File: src/rtl/fetch_stage.sv
// ----------------------------------------------------------------------------
// fetch_stage
//
// Instruction-fetch stage of the 5-stage MIPS pipeline. It owns the program
// counter, the free-running clock-cycle counter and the IF/ID pipeline
// register. instr_mem is read on the falling edge, so imem_data for the
// current pc is stable before the next rising edge and is captured there.
//
// Run-time control, in priority order while running:
//   redirect > halt-detect > stall > advance
// A HALT instruction sitting valid in IF/ID moves the stage into a drain
// phase that injects NOPs for DRAIN_CYCLES edges so the later stages can
// retire. After the drain phase the machine halts until reset.
//
// Optional build macro:
//   FETCH_STATS_EN - adds saturating stall/flush/fetch event counters.
//
// Ports:
//   clock        in   1         system clock, rising-edge active
//   reset        in   1         asynchronous, active-low reset
//   stall        in   1         hold pc and IF/ID this cycle
//   redirect     in   1         taken branch/jump: load redirect_pc, flush IF/ID
//   redirect_pc  in   PC_WIDTH  byte address of redirect target
//   imem_data    in   32        instruction word at address pc
//   pc           out  PC_WIDTH  current fetch byte address
//   cc           out  PC_WIDTH  clock-cycle counter
//   instr        out  32        IF/ID instruction register
//   id_pc        out  PC_WIDTH  address of the instruction held in instr
//   id_valid     out  1         instr is a real fetched instruction
//   halted       out  1         machine halted, high until reset
//   stall_count  out  16        (FETCH_STATS_EN) honoured stall edges
//   flush_count  out  16        (FETCH_STATS_EN) honoured redirect edges
//   fetch_count  out  16        (FETCH_STATS_EN) advance edges
// ----------------------------------------------------------------------------
module fetch_stage #(
    parameter int                  PC_WIDTH     = 16,
    parameter logic [PC_WIDTH-1:0] RESET_PC     = 16'h0000,
    parameter logic [31:0]         HALT_WORD    = 32'hFC000000,
    parameter int                  DRAIN_CYCLES = 3
) (
    input  logic                clock,
    input  logic                reset,
    input  logic                stall,
    input  logic                redirect,
    input  logic [PC_WIDTH-1:0] redirect_pc,
    input  logic [31:0]         imem_data,
    output logic [PC_WIDTH-1:0] pc,
    output logic [PC_WIDTH-1:0] cc,
    output logic [31:0]         instr,
    output logic [PC_WIDTH-1:0] id_pc,
    output logic                id_valid,
`ifdef FETCH_STATS_EN
    output logic [15:0]         stall_count,
    output logic [15:0]         flush_count,
    output logic [15:0]         fetch_count,
`endif
    output logic                halted
);

    localparam logic [1:0] S_RUN   = 2'd0;
    localparam logic [1:0] S_DRAIN = 2'd1;
    localparam logic [1:0] S_HALT  = 2'd2;

    // Drain counter is at least 2 bits and wide enough to hold DRAIN_CYCLES-1.
    localparam int DW = (DRAIN_CYCLES > 4) ? $clog2(DRAIN_CYCLES) : 2;
    localparam logic [DW-1:0] DRAIN_LOAD = DW'(DRAIN_CYCLES - 1);

    // Redirect targets are word aligned; the low two address bits are dropped.
    localparam logic [PC_WIDTH-1:0] ALIGN_MASK = ~PC_WIDTH'(3);

    logic [1:0]    state;
    logic [DW-1:0] drain_cnt;

    logic in_run;
    logic do_redirect;
    logic do_halt;
    logic do_stall;
    logic do_advance;

    // Resolve the per-edge action once so the state update and the optional
    // statistics counters agree on exactly which event was honoured.
    always_comb begin
        in_run      = (state == S_RUN);
        do_redirect = 1'b0;
        do_halt     = 1'b0;
        do_stall    = 1'b0;
        do_advance  = 1'b0;
        if (in_run) begin
            if (redirect) begin
                do_redirect = 1'b1;
            end else if (id_valid && (instr == HALT_WORD)) begin
                do_halt = 1'b1;
            end else if (stall) begin
                do_stall = 1'b1;
            end else begin
                do_advance = 1'b1;
            end
        end
    end

    assign halted = (state == S_HALT);

    always_ff @(posedge clock or negedge reset) begin
        if (!reset) begin
            state     <= S_RUN;
            drain_cnt <= '0;
            pc        <= RESET_PC;
            cc        <= '0;
            instr     <= 32'h00000000;
            id_pc     <= '0;
            id_valid  <= 1'b0;
        end else begin
            // The cycle counter keeps running through stalls and the drain
            // phase so software can measure the full retire time.
            if (state != S_HALT) begin
                cc <= cc + PC_WIDTH'(1);
            end

            case (state)
                S_RUN: begin
                    if (do_redirect) begin
                        pc       <= redirect_pc & ALIGN_MASK;
                        instr    <= 32'h00000000;
                        id_valid <= 1'b0;
                    end else if (do_halt) begin
                        state     <= S_DRAIN;
                        drain_cnt <= DRAIN_LOAD;
                        instr     <= 32'h00000000;
                        id_valid  <= 1'b0;
                    end else if (do_advance) begin
                        instr    <= imem_data;
                        id_pc    <= pc;
                        id_valid <= 1'b1;
                        pc       <= pc + PC_WIDTH'(4);
                    end
                end
                S_DRAIN: begin
                    instr    <= 32'h00000000;
                    id_valid <= 1'b0;
                    if (drain_cnt == '0) begin
                        state <= S_HALT;
                    end else begin
                        drain_cnt <= drain_cnt - DW'(1);
                    end
                end
                default: begin
                    state <= S_HALT;
                end
            endcase
        end
    end

`ifdef FETCH_STATS_EN
    // Event counters saturate rather than wrap so a long run never reports
    // a misleadingly small value. They only move while running.
    always_ff @(posedge clock or negedge reset) begin
        if (!reset) begin
            stall_count <= '0;
            flush_count <= '0;
            fetch_count <= '0;
        end else begin
            if (do_stall && (stall_count != 16'hFFFF)) begin
                stall_count <= stall_count + 16'd1;
            end
            if (do_redirect && (flush_count != 16'hFFFF)) begin
                flush_count <= flush_count + 16'd1;
            end
            if (do_advance && (fetch_count != 16'hFFFF)) begin
                fetch_count <= fetch_count + 16'd1;
            end
        end
    end
`endif

endmodule
File: config.mk
export PLATFORM = sky130hd
export DESIGN_NAME = fetch_stage
export DESIGN_NICKNAME = d
export VERILOG_FILES = /design/src/rtl/fetch_stage.sv
export SDC_FILE = /design/constraint.sdc
export NUM_CORES = 1
export LEC_CHECK = 0
export ABC_AREA = 1
export BUFFER_PORTS_ARGS = -buffer_cell sky130_fd_sc_hd__buf_2
export CORE_MARGIN = 8
export CORE_UTILIZATION = 40
export DETAILED_ROUTE_END_ITERATION = 6
export PLACE_DENSITY = 0.71
export SYNTH_ARGS = -nofsm -noshare
export SYNTH_HDL_FRONTEND = slang
export SYNTH_SLANG_ARGS = --single-unit
File: constraint.sdc
create_clock -name clock -period 1.7 [get_ports clock]
set_clock_uncertainty 0.15 [all_clocks]
set_input_delay 0.255 -clock clock [delete_from_list [all_inputs] [get_ports clock]]
set_output_delay 0.255 -clock clock [all_outputs]
set_load 0.02 [all_outputs]
# Word-level counts from Yosys, hierarchy flattened

Index checks and enable logic that the tools add are counted.

Register bits after elaboration: 85
Input port bits: 52
Output and inout bits: 82

Add/sub/neg operators: 3
Equality and inequality tests: 10
Mux-type cells: 28
Bitwise logic cells: 2
Reductions and logical operators: 10

Operators by type and width:

| kind                                                   | number |
|---|---|
| two-way mux 32 bit                                     | 3 |
| one-hot mux 32 bit (2 select lines)                    | 1 |
| two-way mux 16 bit                                     | 3 |
| equality test 32 bit (second input constant)           | 1 |
| adder 16 x 1 -> 16 bit (second input constant)         | 1 |
| adder 16 x 3 -> 16 bit (second input constant)         | 1 |
| two-way mux 1 bit                                      | 12 |
| two-way mux 2 bit                                      | 6 |
| inequality test 2 bit (second input constant)          | 5 |
| one-hot mux 2 bit (2 select lines)                     | 2 |
| AND reduction 4 bit                                    | 2 |
| AND reduction 3 bit                                    | 2 |
| zero test 2 bit                                        | 2 |
| inequality test 4 x 1 -> 1 bit (second input constant) | 1 |
| nonzero test 2 bit                                     | 2 |
| equality test 2 x 1 -> 1 bit (second input constant)   | 1 |
| equality test 2 bit (second input constant)            | 1 |
| inequality test 2 x 1 -> 1 bit (second input constant) | 1 |
| inverter 1 bit                                         | 2 |
| one-hot mux 1 bit (2 select lines)                     | 1 |
| AND reduction 2 bit                                    | 1 |
| subtractor 2 x 1 -> 2 bit (second input constant)      | 1 |
| logical AND 1 bit                                      | 1 |

# Depth between registers and ports, before layout

Gate-level depths: netlist of the first run.

Depth in word-level cells: 9
Gate-level depth with buffers: 11
Depth with buffers taken out: 10

# Least setup slack after synthesis of the first run

Ideal clock, no wire load.

Kind: reg-to-reg
Start: reg pc[2]
End: reg pc[12]
Setup time: 117 ps
Arrival: 1404 ps
Path slack: 29 ps
Stages on the path, launching flop included: 9
Buffers on the path: 0
Path through: dfrtp_1 -> ha_1 -> nand2_1 -> nor3_1 -> nand3_1 -> nand3_1 -> nand2_1 -> nand2_1 -> nand2_1

Word-level cells in the longest chain between the ends: 4

Ends and longest elaborated chain:

| element                  | line | text |
|---|---|---|
| start: declaration       | 47   | `output logic [PC_WIDTH-1:0] pc,` |
| start signal: assignment | 122  | `pc <= redirect_pc & ALIGN_MASK;` |
| start signal: assignment | 134  | `pc <= pc + PC_WIDTH'(4);` |
| adder 16 x 3 -> 16 bit   | 134  |  |
| two-way mux 16 bit       | 130  | `end else if (do_advance) begin` |
| two-way mux 16 bit       | 125  | `end else if (do_halt) begin` |
| two-way mux 16 bit       | 121  | `if (do_redirect) begin` |

No other way between the ends. The select of a mux whose other input is x is not followed.
A chain may end at the register's enable or synchronous reset.

# Worst setup path after layout of the first run

Start: reg instr[18]
End: reg instr[1]

Word-level cells in the longest chain between the ends: 8
Elaborated cells on any way between the ends: 13
Those cells by class: eq/ne (2); mux (9); reduce/logical (2)

Ends and longest elaborated chain:

| element                             | line | text |
|---|---|---|
| start: declaration                  | 49   | `output logic [31:0] instr,` |
| start signal: assignment            | 131  | `instr <= imem_data;` |
| equality test 32 bit *              | 91   | `end else if (id_valid && (instr == HALT_WORD)) begin` |
| logical AND 1 bit *                 | 91   |  |
| two-way mux 1 bit                   | 91   |  |
| two-way mux 1 bit                   | 89   | `if (redirect) begin` |
| two-way mux 1 bit                   | 88   | `if (in_run) begin` |
| two-way mux 32 bit                  | 125  |  |
| two-way mux 32 bit                  | 121  |  |
| one-hot mux 32 bit (2 select lines) | 119  | `case (state)` |

Mark *: on every way between the ends. The rest lies on a longest branch, timed or not.

==> impl_metrics.env, run 1 <==
export IMPL_run_status="complete, no violations"
export IMPL_synthArstFlopShare_pct=100.0
export IMPL_setup_slack_ns=0.01977
export IMPL_gp_congestion=0.8223
export IMPL_tritoncts="yes"
export IMPL_p_leak_nw=3.089
export IMPL_grt_pass1_vias=3911
export IMPL_finalCritPeriodShare_pct=98.84
export IMPL_cp_arrival_ns=1.77
export IMPL_hold_class="primary input to register"
export IMPL_post_drt_wl_per_cell_um=13.57
export IMPL_via_per_inst=4.749
export IMPL_yosys_area_top_type="dfrtp_1"
export IMPL_drc=0
export IMPL_synth_cell_types=29
export IMPL_clock_latency_ns=0.35
export IMPL_clk_transition_reported_paths_ns=0.09
export IMPL_p_per_area_nw_per_um2=649.7
export IMPL_dieArea_um2=13620
export IMPL_start_util_pct=41.32
export IMPL_synth_area_leaders="dfrtp_1, nand2_1, nand3_1, nor2_1, inv_1"
export IMPL_place_ws_ns=0.02369
export IMPL_ys_ff_latch=81
export IMPL_coreArea_um2=9819
export IMPL_place_inst=781
export IMPL_ir_drop_v=0.0003666
export IMPL_finalMaxSlewViolations=0
export IMPL_first_iter_violations=197
export IMPL_dr_total_vias=3951
export IMPL_cp_required_ns=1.79
export IMPL_setup_viol=0
export IMPL_std_cell_rows=36
export IMPL_synth_edf_count=0
export IMPL_track_usage_pct=16.98
export IMPL_avgSynthCellArea_um2=7.803
export IMPL_area_delta_synth_final_pct=36.45
export IMPL_synth_most_common_cell="nand2_1"
export IMPL_yosysWarnings=0
export IMPL_reg2reg_slack_ns=0.02
export IMPL_fp_dieH_um=116.7
export IMPL_endpoint_kind="register"
export IMPL_grt_overflow_total=0
export IMPL_ys_seq_area_share_pct=49.95
export IMPL_max_freq_ghz=0.5952
export IMPL_cts_buffers=9
export IMPL_clock_path_buffers=2
export IMPL_drt_total_wl_mm=11.29
export IMPL_hold_viol_final=0
export IMPL_path_class="register to register"
export IMPL_grt_max_degree=36
export IMPL_portBuffers=127
export IMPL_synthFlopType="dfrtp_1"
export IMPL_antenna_found_initial=1
export IMPL_synth_top_area_share_pct=49.95
export IMPL_grt_first_pass_wirelength_mm=18.32
export IMPL_place_area_um2=4942
export IMPL_finish_utilization_pct=56.38
export IMPL_dp_hpwl_mm=8.274
export IMPL_antenna_left=0
export IMPL_rsz0062_at_grt="yes"
export IMPL_netlist_instances=520
export IMPL_fin_area_um2=5537
export IMPL_yosys_top_cells_count="nand2_1, dfrtp_1, nand3_1"
export IMPL_crit_fanout=23
export IMPL_root_buffer="clkbuf_8"
export IMPL_timing_final_crit_period_ns=1.680
export IMPL_cp_start_kind="register"
export IMPL_stdcell_count=832
export IMPL_h_tree_depth=3
export IMPL_die_x_um=116.7
export IMPL_nets=748
export IMPL_netlist_area_um2=4058
export IMPL_clock_sinks=81
export IMPL_ios=134
export IMPL_dr_pass1_iters=6
export IMPL_drive_gt1_share_pct=27.22
export IMPL_max_cap_violations=0
==> timing repair <==
| action | 4_1_cts | 5_1_grt |
|---|---|---|
| endpoints found under the setup margin | 1 | 64 |
| hold endpoints to repair | 109 | 0 |
| cloned | 0 | 1 |
| gates resized for setup | 5 | 12 |
| setup buffers | 1 | 3 |
| hold buffers | 29 | 0 |
| pin swaps | 0 | 1 |
==> placed cells by master (no fill, tap or decap), types with 4 or more instances in the layout <==
| cell | instances |
|---|---|
| buf_6 | 6 |
| o21ai_0 | 7 |
| dlygate4sd3_1 | 29 |
| xor2_1 | 11 |
| nor3_1 | 5 |
| nand4_1 | 6 |
| inv_1 | 32 |
| clkbuf_8 | 11 |
| buf_12 | 5 |
| o21ai_1 | 11 |
| nor2_2 | 6 |
| xnor2_1 | 5 |
| buf_4 | 14 |
| buf_2 | 126 |
| dfrtp_1 | 81 |
| conb_1 | 4 |
| nand3_1 | 69 |
| nor2_1 | 41 |
| nand2_1 | 201 |
==> worst max-delay path, stage by stage, from the launching register on <==
cell	delay (ns)
dfrtp_1	0.42
inv_1	0.06
nand2_1	0.06
nor2_1	0.11
nand2_1	0.08
nor2_2	0.14
nand3_4	0.11
nand2_2	0.09
nand2_4	0.06
buf_12	0.16
nand2_1	0.06
nand2_1	0.06
==> metrics by stage <==
stage / power (W) / hold WS, ns / setup TNS, ns
4_1_cts: 0.003653 / 0.0001411 / 0
3_5_place_dp: 0.002082 / 0.04245 / 0
5_1_grt: 0.003763 / 0.01013 / -5.363
3_3_place_gp: 0.002079 / 0.03311 / 0
2_1_floorplan: 0.001980 / -0.1906 / 0
6_report: 0.003597 / 0.01891 / 0
==> sequential cells by signal, indices dropped and copies added (netlist names) <==
signal / count
state: 2
id_pc: 14
instr: 32
cc: 16
drain_cnt: 2
id_valid: 1
pc: 14
==> metal layers <==
layer | wire length, um | global-route usage [%]
met1 | 4683 | 20.39
met2 | 5567 | 28.11
met3 | 614 | 2.896
met4 | 427 | 9.983
met5 | 0 | 0
==> logic make-up (layout without fill, tap and decap cells) <==
family                   after synthesis  after routing  synth area share, %
other                                  1              5              0.09242
AND/OR/NAND/NOR                      342            342                36.39
AO/OA/AOI/OAI                         20             20                2.498
buffers and inverters                 57            232                6.691
adder cells (fa/ha/maj)                3              3               0.9252
XOR/XNOR                              16             16                3.453
flip-flops                            81             81                49.95
==> final cells by class <==
class                           instances  area, um2
Timing Repair Buffer                  180       1194
Multi-Input combinational cell        385       1795
Antenna cell                            1      2.502
Clock inverter                          5      62.56
Sequential cell                        81       2027
Inverter                               36      137.6
Tap cell                              133      166.4
Fill cell                             935       4283
Clock buffer                           11      151.4
==> worst paths after layout <==
check,from,endpoint,depth (start not counted)
hold / removal,imem_data[27],instr[27]$_DFFE_PN0P_,3
min in group asynchronous,reset,instr[21]$_DFFE_PN0P_,2
max in group asynchronous,reset,cc[5]$_DFFE_PN0N_,3
setup reg to reg,instr[18]$_DFFE_PN0P_,instr[1]$_DFFE_PN0P_,11
hold reg to reg,cc[15]$_DFFE_PN0N_,cc[15]$_DFFE_PN0N_,1
setup / recovery,instr[18]$_DFFE_PN0P_,instr[1]$_DFFE_PN0P_,11
==> power by group <==
part / leakage (nW) / internal, W / total (W) / switching (W)
sequential: 1.12 / 0.00192 / 0.00192 / 0
combinational: 1.86 / 0.0000929 / 0.000169 / 0.0000764
clock: 0.102 / 0.000767 / 0.00150 / 0.000736
total: 3.09 / 0.00278 / 0.00360 / 0.000812
Note: power is estimated with default switching activity, not from simulation.
==> run 2, diff against run 1 <==
CTS_BUF_LIST = sky130_fd_sc_hd__clkbuf_2   (was unset)
==> run 2 against run 1 <==
Critical path depth fell by 1. First-iteration DRC count rose by 8.1%. Final area grew 5.1%. Combinational power up 23%.
==> impl_metrics.env, run 2 (synthesized netlist as in run 1, its figures left out) <==
export IMPL_finish_utilization_pct=59.25
export IMPL_rsz0062_at_grt="yes"
export IMPL_clk_transition_reported_paths_ns=0.23
export IMPL_ios=134
export IMPL_run_status="complete, no violations"
export IMPL_hold_viol_final=0
export IMPL_p_leak_nw=3.216
export IMPL_clock_latency_ns=0.49
export IMPL_cp_required_ns=1.96
export IMPL_die_x_um=116.7
export IMPL_max_cap_violations=0
export IMPL_nets=775
export IMPL_dr_wl_met2_mm=6.074
export IMPL_track_usage_pct=17.51
export IMPL_crit_fanout=32
export IMPL_area_delta_synth_final_pct=43.39
export IMPL_timing_final_crit_period_ns=1.689
export IMPL_grt_overflow_total=0
export IMPL_p_per_area_nw_per_um2=545.4
export IMPL_finalMaxSlewViolations=0
export IMPL_coreArea_um2=9819
export IMPL_hold_class="primary input to register"
export IMPL_ir_drop_v=0.0004648
export IMPL_crit_slowest_cell="dfrtp_1"
export IMPL_std_cell_rows=36
export IMPL_grt_pass1_vias=4065
export IMPL_finalCritPeriodShare_pct=99.38
export IMPL_first_iter_violations=213
export IMPL_gp_congestion=0.8223
export IMPL_dr_pass1_iters=4
export IMPL_dieArea_um2=13620
export IMPL_drc=0
export IMPL_dp_hpwl_mm=8.274
export IMPL_drt_total_wl_mm=11.81
export IMPL_final_common_cell="nand2_1"
export IMPL_wl_met1_mm=4.823
export IMPL_drive_gt1_share_pct=29.10
export IMPL_path_cells="buf_4 -> nor2_4 -> inv_2 -> nor2_4 -> inv_2 -> nor2_8 -> nand2_4 -> buf_12 -> nand2_1 -> o21ai_1"
export IMPL_cts_buffers=9
export IMPL_dr_total_vias=4107
export IMPL_total_power_w=0.003173
export IMPL_met3_length_um=677
export IMPL_final_cell_mix="nand2_1, buf_2, dfrtp_1"
export IMPL_endpoint_kind="register"
export IMPL_start_util_pct=41.32
export IMPL_crit_path_max_incr_delay_ns=0.46
export IMPL_grt_first_pass_wirelength_mm=18.95
export IMPL_cp_arrival_ns=1.95
export IMPL_cp_start_kind="register"
export IMPL_antenna_left=0
export IMPL_root_buffer="clkbuf_2"
export IMPL_largest_register_ffs=32
export IMPL_clock_path_buffers=2
export IMPL_portBuffers=127
export IMPL_reg_largest_list="instr x32, cc x16"
export IMPL_regMostFlops="instr"
export IMPL_clock_sinks=81
export IMPL_max_freq_ghz=0.5919
export IMPL_grt_max_degree=36
export IMPL_fp_dieH_um=116.7
export IMPL_top_layer="met4"
export IMPL_post_drt_wl_per_cell_um=13.75
export IMPL_tritoncts="yes"
export IMPL_setup_viol=0
export IMPL_h_tree_depth=3
export IMPL_path_class="register to register"
export IMPL_via_per_inst=4.781
export IMPL_antenna_found_initial=1
-- run 2: changes by cell type in the layout (fill, tap and decap cells not counted), sizes merged --
cell,previous run,this run
dlygate4sd3,29,49
clkbuf,11,9
clkinv,1,3
buf,151,158
-- run 2: final cells by class --
cell class | count | area (um2)
Multi-Input combinational cell | 385 | 1858
Fill cell | 913 | 4001
Inverter | 36 | 137.6
Tap cell | 133 | 166.4
Sequential cell | 81 | 2036
Antenna cell | 1 | 2.502
Timing Repair Buffer | 207 | 1503
Clock buffer | 9 | 45.04
Clock inverter | 7 | 70.07
-- run 2: where the power goes --
part           switching, W  leakage [nW]  internal, W  total, W
clock network      0.000697        0.0636     0.000338   0.00103
logic             0.0000850          2.04     0.000123  0.000208
registers                 0          1.11      0.00193   0.00193
total              0.000782          3.22      0.00239   0.00317
-- run 2: path summary, 6_finish.rpt --
| path | cells after the start | start | slack, ns | end |
|---|---|---|---|---|
| worst max-delay path | 10 | state[1]$_DFFE_PN0P_ | 0.01 | id_pc[9]$_DFFE_PN0P_ |
| worst min-delay path | 5 | stall | 0.11 | id_pc[4]$_DFFE_PN0P_ |
| worst max register to register | 10 | state[1]$_DFFE_PN0P_ | 0.01 | id_pc[9]$_DFFE_PN0P_ |
| worst min register to register | 2 | id_pc[4]$_DFFE_PN0P_ | 0.35 | id_pc[4]$_DFFE_PN0P_ |
| max in group asynchronous | 4 | reset | 0.29 | pc[8]$_DFFE_PN0P_ |
| min in group asynchronous | 3 | reset | 0.61 | instr[26]$_DFFE_PN0P_ |
-- run 2: metrics by stage --
| stage | worst slack, ns | hold slack, ns | TNS (ns) | area [um2] | instances |
|---|---|---|---|---|---|
| 3_3_place_gp | 0.05310 | 0.03311 | 0 | 4942 | 781 |
| 6_report | 0.01055 | 0.1053 | 0 | 5818 | 859 |
| 5_1_grt | -0.1153 | 0.02050 | -4.782 | 5818 | 859 |
| 2_1_floorplan | 0.02916 | -0.1906 | 0 | 4069 | 523 |
| 3_5_place_dp | 0.02369 | 0.04245 | 0 | 4942 | 781 |
| 4_1_cts | -0.006440 | 0.03884 | -0.006440 | 5642 | 851 |
-- run 2: routing by layer --
layer  GRT usage [%]  vias to the layer above
li1                -                     2035
met1           20.56                     1929
met2           30.52                      127
met3           3.619                       16
met4           7.082                        0
met5               0                        -
-- run 2: worst max-delay path: cells and delay by family (launching register included) --
kind                   cells  cell delay, ns
AND/OR/NAND/NOR            5            0.48
AO/OA/AOI/OAI              1            0.06
flip-flops                 1            0.46
buffers and inverters      4            0.46
-- run 2: timing repair --
| action | in CTS | in global routing |
|---|---|---|
| pin swaps | 1 | 4 |
| hold endpoints to repair | 128 | 0 |
| cloned | 0 | 1 |
| gates resized for setup | 18 | 38 |
| setup endpoints to repair | 9 | 80 |
| hold buffers | 49 | 0 |
| buffers inserted | 6 | 6 |
